==> src/rtl/hazard_stall_unit.sv <==
// hazard_stall_unit
//   Stall/flush controller for the 5-stage pipeline. It handles the hazards
//   that forwarding cannot hide:
//     - load-use dependencies, by inserting one bubble;
//     - taken branches, by flushing IF/ID and ID/EX;
//     - multi-cycle data-memory accesses, by freezing the whole pipe.
//   It also keeps saturating stall and flush counters.
// Ports
//   clk, rstn                     clock, async active-low reset
//   readAddr1/2_ID, useRs1/2_ID   ID source operands and their use flags
//   memWrite_ID                   ID instruction is a store
//   memRead_EX, writeAddr_EX      EX load and its destination
//   branchTaken_EX                EX redirect
//   memReq_MEM, memReady          data-memory handshake
//   stall*/flush*/bubbleMEMWB     pipeline register controls (combinational)
//   memWaiting, memTimeout        wait FSM status (registered)
//   stallCycles, flushCount       saturating performance counters
module hazard_stall_unit #(
  parameter int REG_IDX_WIDTH = 5,
  parameter int CNT_WIDTH     = 32,
  parameter int MEM_TIMEOUT   = 255
) (
  input  logic                     clk,
  input  logic                     rstn,
  input  logic [REG_IDX_WIDTH-1:0] readAddr1_ID,
  input  logic [REG_IDX_WIDTH-1:0] readAddr2_ID,
  input  logic                     useRs1_ID,
  input  logic                     useRs2_ID,
  input  logic                     memWrite_ID,
  input  logic                     memRead_EX,
  input  logic [REG_IDX_WIDTH-1:0] writeAddr_EX,
  input  logic                     branchTaken_EX,
  input  logic                     memReq_MEM,
  input  logic                     memReady,
  output logic                     stallPC,
  output logic                     stallIFID,
  output logic                     flushIFID,
  output logic                     stallIDEX,
  output logic                     flushIDEX,
  output logic                     stallEXMEM,
  output logic                     bubbleMEMWB,
  output logic                     memWaiting,
  output logic                     memTimeout,
  output logic [CNT_WIDTH-1:0]     stallCycles,
  output logic [CNT_WIDTH-1:0]     flushCount
);

  localparam int WCW = $clog2(MEM_TIMEOUT + 1);
  localparam logic [WCW-1:0] WAIT_MAX = WCW'(MEM_TIMEOUT);

  typedef enum logic {ST_RUN, ST_WAIT} state_e;

  state_e               state_q, state_d;
  logic [WCW-1:0]       wait_cnt_q, wait_cnt_d;
  logic                 timeout_q, timeout_d;
  logic [CNT_WIDTH-1:0] stall_cnt_q, stall_cnt_d;
  logic [CNT_WIDTH-1:0] flush_cnt_q, flush_cnt_d;

  logic load_use, mem_stall, br_flush, lu_stall;

  // A store matching only on rs2 gets its data forwarded WB->MEM, so it
  // does not need the bubble.
  always_comb begin
    load_use  = memRead_EX && (writeAddr_EX != '0) &&
                ((useRs1_ID && (readAddr1_ID == writeAddr_EX)) ||
                 (useRs2_ID && (readAddr2_ID == writeAddr_EX) && !memWrite_ID));
    mem_stall = memReq_MEM && !memReady;
    br_flush  = branchTaken_EX && !mem_stall;
    lu_stall  = load_use && !branchTaken_EX && !mem_stall;
  end

  // Control outputs are gated by rstn so that they drop the instant reset
  // is asserted, even with hazard inputs still active.
  always_comb begin
    stallPC     = 1'b0;
    stallIFID   = 1'b0;
    flushIFID   = 1'b0;
    stallIDEX   = 1'b0;
    flushIDEX   = 1'b0;
    stallEXMEM  = 1'b0;
    bubbleMEMWB = 1'b0;
    if (rstn) begin
      if (mem_stall) begin
        stallPC     = 1'b1;
        stallIFID   = 1'b1;
        stallIDEX   = 1'b1;
        stallEXMEM  = 1'b1;
        bubbleMEMWB = 1'b1;
      end else if (br_flush) begin
        flushIFID   = 1'b1;
        flushIDEX   = 1'b1;
      end else if (lu_stall) begin
        stallPC     = 1'b1;
        stallIFID   = 1'b1;
        flushIDEX   = 1'b1;
      end
    end
  end

  // Wait FSM. Leaving WAIT happens on the first cycle the freeze is not
  // needed (normally memReady), so the completing cycle is not frozen.
  always_comb begin
    state_d    = state_q;
    wait_cnt_d = wait_cnt_q;
    case (state_q)
      ST_RUN: begin
        if (mem_stall) begin
          state_d    = ST_WAIT;
          wait_cnt_d = WCW'(1);
        end
      end
      ST_WAIT: begin
        if (mem_stall) begin
          if (wait_cnt_q != WAIT_MAX) wait_cnt_d = wait_cnt_q + WCW'(1);
        end else begin
          state_d    = ST_RUN;
          wait_cnt_d = '0;
        end
      end
      default: begin
        state_d    = ST_RUN;
        wait_cnt_d = '0;
      end
    endcase
    timeout_d = timeout_q || ((state_d == ST_WAIT) && (wait_cnt_d == WAIT_MAX));
  end

  always_comb begin
    stall_cnt_d = stall_cnt_q;
    flush_cnt_d = flush_cnt_q;
    if ((mem_stall || lu_stall) && (stall_cnt_q != '1))
      stall_cnt_d = stall_cnt_q + CNT_WIDTH'(1);
    if (br_flush && (flush_cnt_q != '1))
      flush_cnt_d = flush_cnt_q + CNT_WIDTH'(1);
  end

  always_ff @(posedge clk or negedge rstn) begin
    if (!rstn) begin
      state_q     <= ST_RUN;
      wait_cnt_q  <= '0;
      timeout_q   <= 1'b0;
      stall_cnt_q <= '0;
      flush_cnt_q <= '0;
    end else begin
      state_q     <= state_d;
      wait_cnt_q  <= wait_cnt_d;
      timeout_q   <= timeout_d;
      stall_cnt_q <= stall_cnt_d;
      flush_cnt_q <= flush_cnt_d;
    end
  end

  assign memWaiting  = (state_q == ST_WAIT);
  assign memTimeout  = timeout_q;
  assign stallCycles = stall_cnt_q;
  assign flushCount  = flush_cnt_q;

endmodule

==> config.mk <==
export PLATFORM = sky130hd
export DESIGN_NAME = hazard_stall_unit
export DESIGN_NICKNAME = d
export VERILOG_FILES = /design/src/rtl/hazard_stall_unit.sv
export SDC_FILE = /design/constraint.sdc
export NUM_CORES = 1
export LEC_CHECK = 0
export ABC_AREA = 0
export CAP_MARGIN = 20
export CORE_MARGIN = 4
export CORE_UTILIZATION = 53
export DETAILED_ROUTE_END_ITERATION = 7
export GPL_TIMING_DRIVEN = 0
export MAX_ROUTING_LAYER = met4
export PLACE_DENSITY = 0.95
export SYNTH_ARGS = -nofsm -noshare
export SYNTH_HDL_FRONTEND = slang
export SYNTH_SLANG_ARGS = --single-unit
==> constraint.sdc <==
create_clock -name clk -period 3.1 [get_ports clk]
set_input_delay 0.775 -clock clk [delete_from_list [all_inputs] [get_ports clk]]
set_output_delay 0.775 -clock clk [all_outputs]
set_load 0.01 [all_outputs]
Word-level counts from Yosys, hierarchy flattened
Cells that the tools add are included.

storage, ports and cells
  input bits = 24
  bits in registers = 74
  output and inout port bits = 73

cells by class
  muxes and demuxes = 16
  reduce and logical (&&, ||, !) cells = 20
  add/sub/neg operators = 3
  bitwise operators = 1
  eq/ne operators = 6

operators by type and width
  kind                                                              number
  32-bit by 1-bit adder with 32-bit output (second input constant)  2
  32-bit != test (second input constant)                            2
  8-bit 2-to-1 mux                                                  3
  8-bit case mux with 2 select lines                                1
  1-bit logical AND                                                 12
  1-bit 2-to-1 mux                                                  12
  5-bit equality test                                               2
  8-bit by 1-bit adder with 8-bit output (second input constant)    1
  8-bit equality test (second input constant)                       1
  8-bit != test (second input constant)                             1
  5-bit nonzero test                                                1
  1-bit logical NOT                                                 4
  1-bit logical OR                                                  3
  1-bit inverter                                                    1

Depth between registers and ports, before layout
Gate-level depths: netlist (run 1).

  depth after elaboration = 11
  mapped depth = 8

Worst setup path before layout (run 1)
OpenSTA, ideal clock, no wires.

  kind = input port to output port
  start = input writeAddr_EX[1]
  end = output stallPC
  setup slack = 0.424 ns
  cell stages on the path = 5
  path buffers = 1
  data arrival time = 1.901 ns
  data required time = 2.325 ns
  path through = or4_1 > o21ai_0 > o21a_1 > nor2b_1 > buf_4

between the ends
  word-level cells in the longest chain between the ends = 11
  elaborated cells between the ends (all ways) = 15

RTL lines
  element                            RTL line  source
  from (decl)                        31        input logic [REG_IDX_WIDTH-1:0] writeAddr_EX,
  5-bit equality test                66        (useRs2_ID && (readAddr2_ID == writeAddr_EX) && !memWrite_ID));
  1-bit logical AND (2 in series)    66
  1-bit logical OR                   65        ((useRs1_ID && (readAddr1_ID == writeAddr_EX)) ||
  1-bit logical AND *                64        load_use = memRead_EX && (writeAddr_EX != '0) &&
  1-bit logical AND * (2 in series)  69        lu_stall = load_use && !branchTaken_EX && !mem_stall;
  1-bit 2-to-1 mux * (4 in series)   n/a
  to (decl)                          35        output logic stallPC,

Every way passes the cells marked *; elsewhere a longest branch is shown, timed or not.

Final worst setup path (run 1)
  start = input memReady
  end = output flushIFID

between the ends
  word-level cells in the longest chain between the ends = 7

RTL lines
  element              RTL line  source
  from (decl)          34        input logic memReady,
  1-bit logical NOT *  67        mem_stall = memReq_MEM && !memReady;
  1-bit logical AND *  67
  1-bit logical NOT    68        br_flush = branchTaken_EX && !mem_stall;
  1-bit logical AND    68
  1-bit 2-to-1 mux     89        end else if (br_flush) begin
  1-bit 2-to-1 mux *   83        if (mem_stall) begin
  1-bit 2-to-1 mux *   82        if (rstn) begin
  to (decl)            37        output logic flushIFID,

Marked as above.

==> results of run 1 <==
==> cells by family (layout without fill, tap and decap cells) <==
| kind of cell | count (synthesis) | in the layout | share of synthesized area, % |
|---|---|---|---|
| xor gates and xnor gates | 71 | 71 | 16.1 |
| and+or+nand+nor | 187 | 187 | 25.6 |
| AOI/OAI and AO/OA | 32 | 32 | 6.07 |
| buffers and inverters | 20 | 136 | 2.30 |
| adders and majority gates | 3 | 3 | 0.974 |
| muxes | 3 | 3 | 0.844 |
| DFF | 74 | 74 | 48.0 |
==> final timing paths <==
path                                    to  slack [ps]  cells past startpoint
max                              flushIFID          60                      5
min                         stallCycles[8]         270                      1
max reg2reg                stallCycles[31]         560                      7
min reg2reg                 flushCount[14]         490                      1
max in group asynchronous   flushCount[24]        2290                      2
min in group clk            flushCount[14]         490                      1
==> per-stage QoR <==
| step | cell area [um^2] | instances | worst slack, ps |
|---|---|---|---|
| 5_1_grt | 5260 | 602 | -9.61 |
| 3_3_place_gp | 4940 | 582 | -2420 |
| 2_1_floorplan | 3850 | 390 | 424 |
| 3_5_place_dp | 4960 | 583 | -695 |
| 4_1_cts | 5220 | 601 | -50.1 |
| 6_report | 5260 | 602 | 63.2 |
==> sequential cells by signal (all words and copies together), names as in the netlist <==
register,count
memWaiting,1
wait_cnt_q,8
flushCount,32
memTimeout,1
stallCycles,32
==> layer usage <==
metal	track usage [%]	part of all wire, %	vias to the layer above
met3	4.99	7.3	16
met4	9.28	1.3	0
met5	-	0	-
met1	32.7	40	1720
li1	-	-	1596
met2	42.4	52	154
==> cell usage after synthesis (2+ instances only) <==
cell,instances,share of area (%)
dfrtp_1,74,48
xnor2_1,37,8.4
o22ai_1,3,0.49
nor2_1,33,3.2
a21oi_1,4,0.52
ha_1,3,0.97
nand4_1,19,3.1
nand3_1,24,3.1
nand2_1,42,4.1
nor4b_1,3,0.68
o22a_1,2,0.45
xor2_1,34,7.7
nor4_1,8,1.3
and4_1,6,1.4
o31ai_1,2,0.39
nor3_2,2,0.52
buf_2,2,0.26
o21ai_0,9,1.2
buf_4,3,0.58
nand2b_1,4,0.65
and2_1,4,0.65
inv_1,11,1.1
or3_1,4,0.65
and3_1,11,1.8
nor2b_1,2,0.32
nor3_1,17,2.2
clkbuf_1,4,0.39
nand3b_1,2,0.39
==> cell type report <==
| cell class | instances | area share (%) |
|---|---|---|
| buffer | 8 | 0.904 |
| clock inverter | 6 | 2.00 |
| multi-input combinational | 296 | 37.1 |
| tap | 96 | 2.28 |
| sequential | 74 | 35.2 |
| clock buffer | 10 | 2.43 |
| inverter | 11 | 0.785 |
| timing repair buffer | 101 | 19.3 |
==> power breakdown <==
part           leakage [nW]  switching, mW  total, mW  internal (mW)
sequential            0.978          0.121       1.17           1.05
clock                 0.120          0.363      0.894          0.531
combinational          1.28          0.216      0.484          0.268
==> what timing repair did <==
item,4_1_cts,5_1_grt
setup endpoints to repair,4,6
pin swaps,4,11
gates resized for setup,26,15
buffers inserted,2,2
==> impl_metrics.ini, run 1 <==
[yosys]
synth_fp_nets = 417
ys.flop_type = dfrtp_1
synth_edf_count = 0
synth_cell_types = 49
ys_warn_count = 0
syn_inst = 390
async_flop_share_pct = 100
ys_seq_area_share_pct = 48.0
avgSynthCellArea_um2 = 9.88
synth-seq-cells = 74
syn-cell-area_mm2 = 0.00385

[drt]
drc_errors = 0
wl_um = 10600
drtAntennaViolNets = 0
first_pass_iters = 5
wl_per_cell_um = 17.6
vias_per_cell = 5.79
drt_iter0_drc = 161
via_count = 3486

[timing]
slew-limit-headroom_pct = 57.4
min_period_over_period_pct = 98.0
timing.hold.ws_ps = 273
worstMarginPinSlew_ps = 635
setup_viol = 0
finClkSkew_ps = 7.36
finalSetupTns_ps = 0
finalCriticalPeriod_ps = 3040
finalMaxSlewViolations = 0
max_freq_mhz = 329
final_hold_viol_count = 0

[critical_path]
cp-start-kind = input port
max_stage_delay_ps = 550
crit_buf_inv = 3
end_kind = output pin
crit_start = memReady
cp_top_family = buffers and inverters
critPathKind = in2out
r2r-start = stallCycles[2]
crit_top_cell = clkdlybuf4s50_1
arrival_ps = 2260
cp_cell_sequence = clkdlybuf4s50_1 > nand2b_1 > buf_6 > and3_1 > clkdlybuf4s50_1
cp_max_fo = 10
cp.required_ps = 2320
slowest_stage = clkdlybuf4s50_1

[grt]
grtUsageTotal_pct = 26.1
grt_overflow_total = 0
grt_pass1_wl_um = 17500
antenna_found_initial = 0
grt_pass1_vias = 3503
grt_max_degree = 53

[place]
place_hpwl_um = 7720
gp_congestion = 0.828
port_buffers = 96

[cells_and_area]
layout_commonest_cell = clkdlybuf4s50_1
drive_gt1_share_pct = 8.70
multi_input_area_mm2 = 0.00195
finalNetCount = 528
utilization_pct = 75.7
seqCellArea_mm2 = 0.00185
syn2layout_area_growth_pct = 36.4
fill_cells = 461
final_cell_mix = clkdlybuf4s50_1 (78), dfrtp_1 (74), nand2_1 (42)
diodes = 0

[clocking]
postCtsHoldBufs = 0
path_clk_slew_ps = 80
clock_path_buffers = 2
cts_tree = done
cts_buffers = 9
htreeDepth = 3
numClockSinks = 74
ctsRootBufferMaster = clkbuf_8
clk_latency_ps = 350

[die]
fp.coreArea_mm2 = 0.00694
die_y_um = 93.3
ios = 97
die_width_um = 93.3
start_util_pct = 55.5
rows = 30
die-area_mm2 = 0.00870

[run_status]
outcome = completed

[power]
p_leak_nw = 2.38
irDropWorstVdd_mv = 0.397
p_per_area_mw_per_mm2 = 485
total_power_mw = 2.55

[job]
drv_cap = 0

[min_path]
min_path_type = in2async
Note: power is estimated with default switching activity, not from simulation.
==> inputs of run 2 (changes only) <==
--- a/config.mk
+++ b/config.mk
@@ -13,6 +13,7 @@
 export GPL_TIMING_DRIVEN = 0
 export MAX_ROUTING_LAYER = met4
 export PLACE_DENSITY = 0.95
+export SKIP_CTS_REPAIR_TIMING = 1
 export SYNTH_ARGS = -nofsm -noshare
 export SYNTH_HDL_FRONTEND = slang
 export SYNTH_SLANG_ARGS = --single-unit
==> impl_metrics.ini, run 2 (synthesis results as in run 1) <==
[critical_path]
cp.required_ps = 2320
cp-start-kind = input port
critPathKind = in2out
end_kind = output pin
r2r-start = stallCycles[2]
rrSetupSlack_ps = 540
arrival_ps = 2280
cp_max_fo = 2
crit_start = readAddr1_ID[0]

[clocking]
clock_path_buffers = 2
cts_buffers = 9
htreeDepth = 3
cts_tree = done
ctsRootBufferMaster = clkbuf_8
clk_latency_ps = 350
numClockSinks = 74
path_clk_slew_ps = 80

[place]
port_buffers = 96
place_ws_ps = -695
placed_cell_area_mm2 = 0.00496
place_hpwl_um = 7720
gp_congestion = 0.828

[grt]
grt_max_degree = 53
antenna_found_initial = 0
grt_pass1_wl_um = 17400
grt_overflow_total = 0
grt_pass1_vias = 3479
grtUsageTotal_pct = 25.9

[timing]
finClkSkew_ps = 5.30
rsz0062_at_grt = true
finalCriticalPeriod_ps = 3060
setup_ws_ps = 40.2
max_freq_mhz = 327
worstMarginPinSlew_ps = 630
min_period_over_period_pct = 98.7
setup_viol = 0
finalMaxSlewViolations = 0
slew-limit-headroom_pct = 57.7
final_hold_viol_count = 0

[die]
rows = 30
die_y_um = 93.3
fp.coreArea_mm2 = 0.00694
die_width_um = 93.3
ios = 97
die-area_mm2 = 0.00870
start_util_pct = 55.5

[job]
drv_cap = 0

[cells_and_area]
final_cell_mix = clkdlybuf4s50_1 (77), dfrtp_1 (74), nand2_1 (42)
drive_gt1_share_pct = 7.52
diodes = 0
finalInstanceArea_mm2 = 0.00527
layout_commonest_cell = clkdlybuf4s50_1
finalNetCount = 527
syn2layout_area_growth_pct = 36.8

[drt]
drtAntennaViolNets = 0
vias_per_cell = 5.78
drc_errors = 0
first_pass_iters = 5
wl_um = 10700
drt_iter0_drc = 240
via_count = 3474
wl_per_cell_um = 17.8

[power]
p_leak_nw = 2.46
irDropWorstVdd_mv = 0.396
p_per_area_mw_per_mm2 = 483

[min_path]
min_path_type = in2async

[run_status]
outcome = completed
-- run 2: area by class of cell --
| cell class | instances | area (um^2) |
|---|---|---|
| multi-input cells | 296 | 1930 |
| flip-flops and latches | 74 | 1850 |
| fillers | 453 | 1670 |
| repair buffers | 99 | 1050 |
| clock buffers | 10 | 128 |
| well taps | 96 | 120 |
| clock inverters | 6 | 105 |
| plain buffers | 9 | 51.3 |
| inverters | 11 | 41.3 |
-- run 2: path summary, 6_finish.rpt --
kind | cells past startpoint | endpoint
max | 8 | stallPC
min | 1 | stallCycles[8]
max reg2reg | 7 | stallCycles[31]
min reg2reg | 1 | flushCount[14]
max in group asynchronous | 2 | flushCount[24]
min in group clk | 1 | flushCount[14]
-- run 2: per-stage QoR --
stage	utilization (%)	TNS, ps	hold slack [ps]	power [mW]	instances
2_1_floorplan	-	0	479	1.37	390
3_3_place_gp	71.1	-115740	459	1.64	582
3_5_place_dp	71.4	-4700	485	1.67	583
4_1_cts	74.8	-2120	343	2.55	599
5_1_grt	75.9	-55.2	291	2.65	601
6_report	75.9	0	276	2.55	601
-- run 2: routing by layer --
metal / GRT usage (%) / wire length, um / vias up
li1: - / - / 1591
met1: 32.5 / 4280 / 1706
met2: 42.1 / 5490 / 151
met3: 4.99 / 718 / 26
met4: 9.28 / 184 / 0
met5: - / 0 / -
-- run 2: worst max-delay path, cell delays in order --
cell and delay, ps:
clkdlybuf4s50_1 470, xnor2_1 120, nand2_1 130, o22a_1 240, o21a_1 210, nor2b_2 130, buf_4 120, buf_6 90
-- run 2: where the power goes --
part           total (mW)  internal, mW  switching (mW)
Clock               0.895         0.531           0.364
Combinational       0.484         0.268           0.215
Sequential           1.17          1.05           0.122
